**src/rtl/row_column_reader_if.sv**
```systemverilog
// Bank read bus and column stream between row_column_reader and its neighbours.
// master = the reader side; slave = banks plus downstream consumer.
interface row_column_reader_if #(
  parameter int WIDTH = 8,
  parameter int AW    = 10,
  parameter int ROWS  = 3
);
  logic                  re;
  logic [AW-1:0]         addr;
  logic [ROWS*WIDTH-1:0] bank_data;
  logic                  col_valid;
  logic                  col_ready;
  logic [ROWS*WIDTH-1:0] col_data;

  modport master (
    output re, addr, col_valid, col_data,
    input  bank_data, col_ready
  );

  modport slave (
    input  re, addr, col_valid, col_data,
    output bank_data, col_ready
  );
endinterface

```
**src/rtl/row_column_reader.sv**
```systemverilog
// Reads one line from ROWS row banks in lockstep and streams rotated vertical columns,
// hiding the banks' 1-cycle read latency behind a 2-entry skid FIFO with credit-based issue.
module row_column_reader #(
  parameter int WIDTH  = 8,
  parameter int DEPTH  = 640,
  parameter int ROWS   = 3,
  parameter int LINE_W = 640
) (
  input  logic                    i_clk,
  input  logic                    i_rst,
  input  logic                    i_start,
  input  logic [$clog2(ROWS)-1:0] i_base_row,
  output logic                    o_busy,
  output logic                    o_done,
  row_column_reader_if.master     bus
);
  localparam int AW = $clog2(DEPTH);
  localparam int BW = $clog2(ROWS);
  localparam int CW = $clog2(LINE_W + 1);
  localparam int DW = ROWS * WIDTH;

  localparam logic [AW-1:0] LAST_ADDR = AW'(LINE_W - 1);
  localparam logic [CW-1:0] LINE_CNT  = CW'(LINE_W);
  localparam logic [BW:0]   ROWS_W    = (BW + 1)'(ROWS);

  typedef enum logic [1:0] {S_IDLE, S_READ, S_DRAIN} state_t;

  state_t          state_q, state_d;
  logic [BW-1:0]   base_q, base_d;
  logic [AW-1:0]   rd_addr_q, rd_addr_d;
  logic [AW-1:0]   addr_q, addr_d;
  logic [CW-1:0]   col_count_q, col_count_d;
  logic            inflight_q;
  logic            re_c, done_c, start_acc, credit, xfer;

  logic [DW-1:0]   fifo_mem_q [0:1];
  logic            wr_ptr_q, rd_ptr_q;
  logic [1:0]      fifo_count_q, fifo_count_d;
  logic            fifo_empty, push, pop;
  logic [DW-1:0]   rot_data;

  // Rotation: slice k comes from bank (base+k) mod ROWS, reduced without wrapping past ROWS-1.
  for (genvar gi = 0; gi < ROWS; gi++) begin : g_rot
    logic [BW:0] sum, sel;
    assign sum = {1'b0, base_q} + (BW + 1)'(gi);
    assign sel = (sum >= ROWS_W) ? (sum - ROWS_W) : sum;
    assign rot_data[gi*WIDTH +: WIDTH] = bus.bank_data[sel*WIDTH +: WIDTH];
  end

  assign fifo_empty = (fifo_count_q == 2'd0);
  // Empty FIFO bypass keeps first-column latency at two cycles after start.
  assign bus.col_valid = !fifo_empty || inflight_q;
  assign bus.col_data  = !fifo_empty ? fifo_mem_q[rd_ptr_q]
                       : (inflight_q ? rot_data : '0);
  assign xfer = bus.col_valid && bus.col_ready;
  assign pop  = !fifo_empty && bus.col_ready;
  assign push = inflight_q && !(fifo_empty && bus.col_ready);

  assign credit    = (fifo_count_q == 2'd0) || ((fifo_count_q == 2'd1) && !inflight_q);
  assign done_c    = (state_q == S_DRAIN) && (col_count_q == LINE_CNT);
  assign o_busy    = (state_q != S_IDLE) && !done_c;
  assign o_done    = done_c;
  assign start_acc = i_start && !o_busy;

  assign bus.re   = re_c;
  assign bus.addr = re_c ? rd_addr_q : addr_q;

  always_comb begin
    state_d      = state_q;
    base_d       = base_q;
    rd_addr_d    = rd_addr_q;
    addr_d       = addr_q;
    col_count_d  = col_count_q;
    re_c         = 1'b0;
    fifo_count_d = fifo_count_q;

    if (xfer) col_count_d = col_count_q + CW'(1);

    case ({push, pop})
      2'b10:   fifo_count_d = fifo_count_q + 2'd1;
      2'b01:   fifo_count_d = fifo_count_q - 2'd1;
      default: fifo_count_d = fifo_count_q;
    endcase

    case (state_q)
      S_IDLE: begin
        if (start_acc) begin
          state_d     = S_READ;
          base_d      = i_base_row;
          rd_addr_d   = '0;
          col_count_d = '0;
        end
      end
      S_READ: begin
        if (credit) begin
          re_c   = 1'b1;
          addr_d = rd_addr_q;
          if (rd_addr_q == LAST_ADDR) state_d = S_DRAIN;
          else                        rd_addr_d = rd_addr_q + AW'(1);
        end
      end
      S_DRAIN: begin
        if (done_c) begin
          if (start_acc) begin
            state_d     = S_READ;
            base_d      = i_base_row;
            rd_addr_d   = '0;
            col_count_d = '0;
          end else begin
            state_d = S_IDLE;
          end
        end
      end
      default: state_d = S_IDLE;
    endcase
  end

  always_ff @(posedge i_clk or posedge i_rst) begin
    if (i_rst) begin
      state_q      <= S_IDLE;
      base_q       <= '0;
      rd_addr_q    <= '0;
      addr_q       <= '0;
      col_count_q  <= '0;
      inflight_q   <= 1'b0;
      wr_ptr_q     <= 1'b0;
      rd_ptr_q     <= 1'b0;
      fifo_count_q <= '0;
    end else begin
      state_q      <= state_d;
      base_q       <= base_d;
      rd_addr_q    <= rd_addr_d;
      addr_q       <= addr_d;
      col_count_q  <= col_count_d;
      inflight_q   <= re_c;
      fifo_count_q <= fifo_count_d;
      if (push) wr_ptr_q <= !wr_ptr_q;
      if (pop)  rd_ptr_q <= !rd_ptr_q;
    end
  end

  always_ff @(posedge i_clk) begin
    if (push) fifo_mem_q[wr_ptr_q] <= rot_data;
  end

  a_base_row_legal: assert property (@(posedge i_clk) disable iff (i_rst)
    start_acc |-> ({1'b0, i_base_row} < ROWS_W));

endmodule
```
**src/flat_wrapper.sv**
```systemverilog
// flat-port wrapper written by rule: the top's interface ports become plain ports
module row_column_reader_flat 
#(
  parameter int WIDTH  = 8,
  parameter int DEPTH  = 640,
  parameter int ROWS   = 3,
  parameter int LINE_W = 640
)
  (i_clk, i_rst, i_start, i_base_row, o_busy, o_done, bus_re, bus_addr, bus_col_valid, bus_col_data, bus_bank_data, bus_col_ready);
  row_column_reader_if #(.WIDTH(WIDTH), .ROWS(ROWS)) bus_i ();
  input  logic i_clk;
  input  logic i_rst;
  input  logic i_start;
  input  logic [$clog2(ROWS)-1:0] i_base_row;
  output logic o_busy;
  output logic o_done;
  output wire logic [$bits(bus_i.re)-1:0] bus_re;
  output wire logic [$bits(bus_i.addr)-1:0] bus_addr;
  output wire logic [$bits(bus_i.col_valid)-1:0] bus_col_valid;
  output wire logic [$bits(bus_i.col_data)-1:0] bus_col_data;
  input wire logic [$bits(bus_i.bank_data)-1:0] bus_bank_data;
  input wire logic [$bits(bus_i.col_ready)-1:0] bus_col_ready;
  assign bus_re = bus_i.re;
  assign bus_addr = bus_i.addr;
  assign bus_col_valid = bus_i.col_valid;
  assign bus_col_data = bus_i.col_data;
  assign bus_i.bank_data = bus_bank_data;
  assign bus_i.col_ready = bus_col_ready;
  row_column_reader #(.WIDTH(WIDTH), .DEPTH(DEPTH), .ROWS(ROWS), .LINE_W(LINE_W)) u_core (.i_clk(i_clk), .i_rst(i_rst), .i_start(i_start), .i_base_row(i_base_row), .o_busy(o_busy), .o_done(o_done), .bus(bus_i));
endmodule
```
**config.mk**
```make
export PLATFORM = sky130hd
export DESIGN_NAME = row_column_reader_flat
export DESIGN_NICKNAME = d
export VERILOG_FILES = /design/src/rtl/row_column_reader_if.sv /design/src/rtl/row_column_reader.sv /design/src/flat_wrapper.sv
export SDC_FILE = /design/constraint.sdc
export NUM_CORES = 1
export LEC_CHECK = 0
export ABC_AREA = 1
export BUFFER_PORTS_ARGS = -buffer_cell sky130_fd_sc_hd__buf_2
export CORE_UTILIZATION = 40
export CTS_CLUSTER_DIAMETER = 40
export CTS_CLUSTER_SIZE = 16
export DETAILED_ROUTE_END_ITERATION = 10
export PLACE_DENSITY = 0.59
export REMOVE_ABC_BUFFERS = 1
export SLEW_MARGIN = 40
export SYNTH_ARGS = -nofsm -noshare
export SYNTH_HDL_FRONTEND = slang
export SYNTH_SLANG_ARGS = --single-unit
```
**constraint.sdc**
```tcl
create_clock -name i_clk -period 3.8 [get_ports i_clk]
set_clock_uncertainty 0.1 [all_clocks]
set_input_delay 0.57 -clock i_clk [delete_from_list [all_inputs] [get_ports i_clk]]
set_output_delay 0.57 -clock i_clk [all_outputs]
set_load 0.005 [all_outputs]
```
## Yosys cells after proc, flatten, opt, wreduce, memory -nomap -nowiden

Memories as Yosys holds them, arrays and structs flattened.
Index checks and enable logic that the tools add are counted.

- Multiplexer cells: 29
- Shift-type cells: 3
- Order comparisons: 3
- Equal/unequal tests: 12
- Reduce and logical (&&, ||, !) cells: 27
- Add/subtract/negate cells: 9

Operators with widths:

| cell | count |
|---|---|
| 10-bit 2-to-1 mux | 8 |
| 24-bit by 7-bit variable part select with 8-bit output | 3 |
| 24-bit 2-to-1 mux | 2 |
| 10-bit one-hot mux with 3 select lines | 1 |
| 10-bit by 1-bit adder with 10-bit output (second input constant) | 2 |
| 10-bit == test (second input constant) | 2 |
| 10-bit one-hot mux with 2 select lines | 1 |
| 2-bit 2-to-1 mux | 6 |
| 3-bit 2-to-1 mux | 3 |
| 1-bit logical AND | 8 |
| 2-bit by 1-bit != test with 1-bit output (second input constant) | 4 |
| 2-bit one-hot mux with 2 select lines | 2 |
| 4-bit AND reduction | 2 |
| 1-bit logical NOT | 7 |
| 2-bit by 1-bit == test with 1-bit output (second input constant) | 3 |
| 3-bit by 2-bit >= comparator with 1-bit output (second input constant) | 2 |
| 2-bit one-hot mux with 3 select lines | 1 |
| 2-bit nonzero test | 3 |
| 3-bit by 2-bit subtractor with 3-bit output (second input constant) | 2 |
| 1-bit 2-to-1 mux | 5 |
| 2-bit == test (second input constant) | 2 |
| 2-bit logical NOT | 2 |
| 2-bit AND reduction | 2 |
| 2-bit by 1-bit adder with 3-bit output (second input constant) | 1 |
| 8 further kinds | 9 |

- Memories: 1
- Bits in writable memories: 48
- Output and inout port bits: 38
- Register bits after elaboration: 39

Memories:

| name | depth | bits a word | read ports | clocked after memory_dff | wr ports | line | source |
|---|---|---|---|---|---|---|---|
| u_core.fifo_mem_q | 2 | 24 | 1 | 0 | 1 | row_column_reader.sv:36 | `logic [DW-1:0] fifo_mem_q [0:1];` |

## Longest topological paths before layout

- Depth in word-level cells: 9
- Depth in mapped cells: 11

## Worst setup path before layout

OpenSTA, ideal clock, no wires.

- Path kind: reg-to-reg
- Start: register u_core.fifo_count_q[0]
- End: memory u_core.fifo_mem_q[0][0] (netlist name), enable pin
- Clock period less this slack: 2468 ps
- Library setup time: 405 ps
- Arrival time: 1964 ps
- Cell stages (with the launch flop): 6
- Path slack: 1332 ps
- Path through: dfrtp_1 inv_1 ha_1 inv_1 o21ai_1 nor2_1

- Longest elaborated chain between the ends: 6

Ends and longest elaborated chain:

| what | line | source |
|---|---|---|
| start: declaration | row_column_reader.sv:38 | `logic [1:0] fifo_count_q, fifo_count_d;` |
| start signal: assignment | row_column_reader.sv:136 | `fifo_count_q <= fifo_count_d;` |
| 2-bit logical NOT | row_column_reader.sv:50 | `assign fifo_empty = (fifo_count_q == 2'd0);` |
| 1-bit logical AND | row_column_reader.sv:57 | `assign push = inflight_q && !(fifo_empty && bus.col_ready);` |
| 1-bit logical NOT | row_column_reader.sv:57 |  |
| 1-bit logical AND | row_column_reader.sv:57 |  |
| 1-bit 2-to-1 mux | row_column_reader.sv:143 | `if (push) fifo_mem_q[wr_ptr_q] <= rot_data;` |
| 1-bit 2-to-1 mux (implied by the code) | row_column_reader.sv:143 |  |
| end: declaration | row_column_reader.sv:36 |  |

No other way between the ends.

## Final worst setup path

- Start: register u_core.base_q[0]
- End: output port bus_col_data[3]

- Longest elaborated chain between the ends: 5

Ends and longest elaborated chain:

| what | line | source |
|---|---|---|
| start: declaration | row_column_reader.sv:29 | `logic [BW-1:0] base_q, base_d;` |
| start signal: assignment | row_column_reader.sv:131 | `base_q <= base_d;` |
| 2-bit by 2-bit subtractor with 3-bit output / 2-bit >= comparator (equally long branches) | row_column_reader.sv:46 | `assign sel = (sum >= ROWS_W) ? (sum - ROWS_W) : sum;` |
| 3-bit 2-to-1 mux * | row_column_reader.sv:46 |  |
| 24-bit by 7-bit variable part select with 8-bit output * | row_column_reader.sv:47 | `assign rot_data[gi*WIDTH +: WIDTH] = bus.bank_data[sel*WIDTH +: WIDTH];` |
| named net u_core.rot_data[3] | row_column_reader.sv:40 | `logic [DW-1:0] rot_data;` |
| 24-bit 2-to-1 mux * | row_column_reader.sv:54 | `: (inflight_q ? rot_data : '0);` |
| 24-bit 2-to-1 mux * | row_column_reader.sv:53 | `assign bus.col_data = !fifo_empty ? fifo_mem_q[rd_ptr_q]` |
| end: declaration | flat_wrapper.sv:20 | `output wire logic [$bits(bus_i.col_data)-1:0] bus_col_data;` |

The timed path passes the listed nets; every way through them passes the cells marked *.

==> out/results.txt <==
Initial antenna violation count: 0. The maximum operating frequency was 0.307 GHz; the floorplan die width was 111 um. Cell type group with the largest total delay on the critical path: buffers and inverters. The total iterations of the first detailed-routing run came out at 8. The critical path endpoint category was a primary output. Arrival time at the worst endpoint: 2.59 ns. The compound-gate portion of the synthesized area works out to 13.8%. The logs give 0.542 ns for the final worst setup slack and 3.88 mW for the post-route total power. The root buffer cell chosen for the clock tree is sky130_fd_sc_hd__clkbuf_16.

The wire length per cell after detailed routing came out at 14.6 um. After synthesis, the most frequently instantiated cells are sky130_fd_sc_hd__nand2_1 (148), sky130_fd_sc_hd__nor2_1 (62), sky130_fd_sc_hd__inv_1 (59). Setup repair after global routing left no endpoint under its margin.

The global-route wire length before repair was 19300 um. Traced cell by cell, the critical path runs through inv_1 > ha_1 > buf_4 > inv_1 > o21ai_0 > o21ai_0 > nand2_1 > o21ai_0 > buf_2. The total placed instance area is 0.00519 mm^2, and the summed negative setup slack over all endpoints is 0 ns. Across the VDD grid, the largest voltage drop is 330 uV. Power per cell area: 708 mW/mm^2. The number of placed instances, taps included, is 764. Final hold violation count: 0. TritonCTS built the clock tree. The Yosys step of the flow raised 0 warnings.

The number of setup violations in the final report was 0. The number of global-route vias before repair was 3940. After synthesis, the mean cell area works out to 8.33 um^2. Across all register-to-register paths, the minimum setup slack is 1.29 ns.

The die boundary height was 111 um; the count of flip-flops with a built-in enable after synthesis was 48. For the leakage power figure, the log shows 2.53 nW. The H-tree depth was 3.

The run gives 0 as the number of maximum-capacitance constraint violations. Clock-pin slew was measured on the worst setup and hold paths at 0.06 ns. The multi-input combinational cell area was 0.00196 mm^2; the post-synthesis cell area was 0.00477 mm^2.

The synthesized netlist devotes 1.84% of its cell area to XOR and XNOR gates. The startpoint type of the worst setup path was a flop. Summing the sequential cell areas from Yosys gives 50.7% of the chip area. The biggest area contributor in the post-synthesis netlist is sky130_fd_sc_hd__edfxtp_1.

Along the worst path, the maximum fanout reaches 21. Required time of the critical path: 3.13 ns. The finished layout holds 780 standard cells, fillers aside. The portion of the clock cycle consumed by the worst path in the final layout was 85.7%; the area growth from synthesis to final layout was 15.0%. After detailed routing, the total wire length is 11400 um. Counting stages on the worst path, the most repeated cell is sky130_fd_sc_hd__o21ai_0. The type of the setup path with the least slack was flop to primary output. The tools report the number of vias in the routed layout as 3998. For the pin with the worst max-slew slack, the measured transition is 0.736 ns. The number of buffers and inverters on the critical path is 4. The checks that failed: design-rule violations.

The insertion delay to the later sink of the worst-skew pair was 0.34 ns. The floorplan has 39 rows. The number of filler instances in the final layout was 1130.

The most used flip-flop cell after synthesis is sky130_fd_sc_hd__edfxtp_1. The tightest hold path in the finished design has a slack of 0.143 ns. Port buffering added 67 buffers. The max-slew violation count is 0.

Entering global routing, the biggest net connects 28 pins. The fraction of the core area covered by cells at the end of the flow is 47.6%. The share of synthesized cell area in full adder, half adder and majority cells works out to 2.63%. The number of nets still failing antenna checks after routing was 0; the post-synthesis share of cell area spent on and, or, nand and nor gates was 22.8%. OpenSTA, run right after detailed placement, puts the worst setup slack at 0.967 ns. The leftover overflow at the end of global routing was 0; the number of distinct library cell variants in the gate-level netlist after synthesis was 36. The run finished, with violations left. Global routing consumed, over all layers together, 19.8% of the routing resources. The sequential cells in the finished layout cover a total of 0.00242 mm^2.

In the routed layout, each cell is associated on average with a via count of 5.13. Maximum buffer depth of the clock tree: 2. By area the synthesized netlist is led by sky130_fd_sc_hd__edfxtp_1 (30%), sky130_fd_sc_hd__dfrtp_1 (20%), sky130_fd_sc_hd__nand2_1 (12%), sky130_fd_sc_hd__o21ai_0 (5.3%), sky130_fd_sc_hd__nor2_1 (4.9%).

Summing all non-filler instances in the final layout gives an area of 0.00548 mm^2. In this run the biggest area consumer among cell types represents 30.2% of the synthesized area. The worst hold path belongs to the class input port to async pin.

In the synthesized netlist, the number of instances is 572. The slowest stage of the critical path is the sky130_fd_sc_hd__inv_1 cell. Counting the buffers created by CTS gives 9. The number of storage elements in the synthesis netlist works out to 87. In this run, the number of DRC markers left after iteration 0 of detailed routing was 199.

The logs give 672 for the final-stage net count and 16 for the post-detailed-route DRC marker count. The relative slew slack was 50.9%; the post-synthesis async set-or-reset flop share was 44.8%. The run gives 0 as the antenna cell count. The logs give 0.798 for the global placer's final weighted congestion and 7910 um for the post-detailed-placement half-perimeter wirelength. The core area came out at 0.0115 mm^2. Once the floorplan was initialized, standard cells occupied 41.4% of the core.

For this run, the slowest stage of the critical path takes 0.48 ns. In this run the post-CTS setup repair buffer count came out at 0. The most common cell in the synthesized netlist is sky130_fd_sc_hd__nand2_1.

Hold repair after CTS inserted 0 buffers. For this design the top-level I/O count stands at 68. The share of post-route cells with drive strength above 1 was 17.9%. Final period demand of the worst path: 3.26 ns.

The area enclosed by the die boundary was 0.0124 mm^2; the count of cells resized by post-cts repair was 0. The post-synthesis mux area share came out at 0%. The main combinational cell family by area after synthesis is simple AND/OR/NAND/NOR gates. CTS saw 87 sinks.
[sequential cells by signal (all words and copies together) (netlist names)]
signal and cells:
u_core.fifo_mem_q 48, u_core.addr_q 10, u_core.col_count_q 10, u_core.rd_addr_q 10, u_core.base_q 2, u_core.fifo_count_q 2, u_core.state_q 2, u_core.inflight_q 1
u_core.rd_ptr_q 1, u_core.wr_ptr_q 1
[cell type report]
| type | count | area share (%) |
|---|---|---|
| clock inverters | 4 | 0.822 |
| flip-flops and latches | 87 | 44.1 |
| repair buffers | 74 | 7.08 |
| inverters | 64 | 4.38 |
| multi-input cells | 396 | 35.8 |
| clock buffers | 12 | 4.50 |
| well taps | 143 | 3.27 |
[kinds of logic (layout without fill, tap and decap cells)]
kind of cell,after synthesis,after routing
compound gates,119,119
flops,87,87
xor+xnor,10,10
fa+ha+maj,10,10
simple gates,257,257
buf+inv,89,154
[worst reg2reg max path: stages, from the launching register on]
cell and delay (ns):
sky130_fd_sc_hd__dfrtp_1 0.38, sky130_fd_sc_hd__inv_1 0.06, sky130_fd_sc_hd__ha_1 0.25, sky130_fd_sc_hd__inv_1 0.56
sky130_fd_sc_hd__o21ai_1 0.33, sky130_fd_sc_hd__nor2_2 0.14, sky130_fd_sc_hd__buf_4 0.35
[report_power, final]
group	switching, mW	internal (mW)
sequential	0.154	1.32
clock	0.347	0.524
combinational	0.968	0.567
total	1.47	2.41
[metal layers]
layer  vias up  track usage, %  wire, um
li1       2009               -         -
met1      1870            26.3      5300
met2       106            32.1      5370
met3        13            4.05       516
met4         0            7.30       179
met5         -               0         0
[placed cells by master (no fill, tap or decap), types with 5 or more instances in the layout]
cell type / n
sky130_fd_sc_hd__a21oi_1: 28
sky130_fd_sc_hd__buf_2: 67
sky130_fd_sc_hd__buf_4: 7
sky130_fd_sc_hd__clkbuf_16: 9
sky130_fd_sc_hd__dfrtp_1: 39
sky130_fd_sc_hd__edfxtp_1: 48
sky130_fd_sc_hd__ha_1: 10
sky130_fd_sc_hd__inv_1: 57
sky130_fd_sc_hd__inv_2: 6
sky130_fd_sc_hd__nand2_1: 148
sky130_fd_sc_hd__nand2_2: 5
sky130_fd_sc_hd__nand3_1: 22
sky130_fd_sc_hd__nand4_1: 5
sky130_fd_sc_hd__nor2_1: 60
sky130_fd_sc_hd__o211ai_1: 14
sky130_fd_sc_hd__o21ai_0: 50
sky130_fd_sc_hd__o21ai_1: 8
sky130_fd_sc_hd__o22ai_1: 16
sky130_fd_sc_hd__xnor2_1: 6
[path summary, 6_finish.rpt]
kind / startpoint / endpoint / depth (start not counted)
max in group asynchronous: i_rst / u_core.fifo_count_q[0] / 3
min: i_rst / u_core.addr_q[8] / 2
max reg2reg: u_core.fifo_count_q[0] / u_core.fifo_mem_q[1][0] / 6
min in group i_clk: u_core.addr_q[4] / u_core.addr_q[4] / 2
max: u_core.base_q[0] / bus_col_data[3] / 9
min reg2reg: u_core.addr_q[4] / u_core.addr_q[4] / 2
Note: power is estimated with default switching activity, not from simulation.
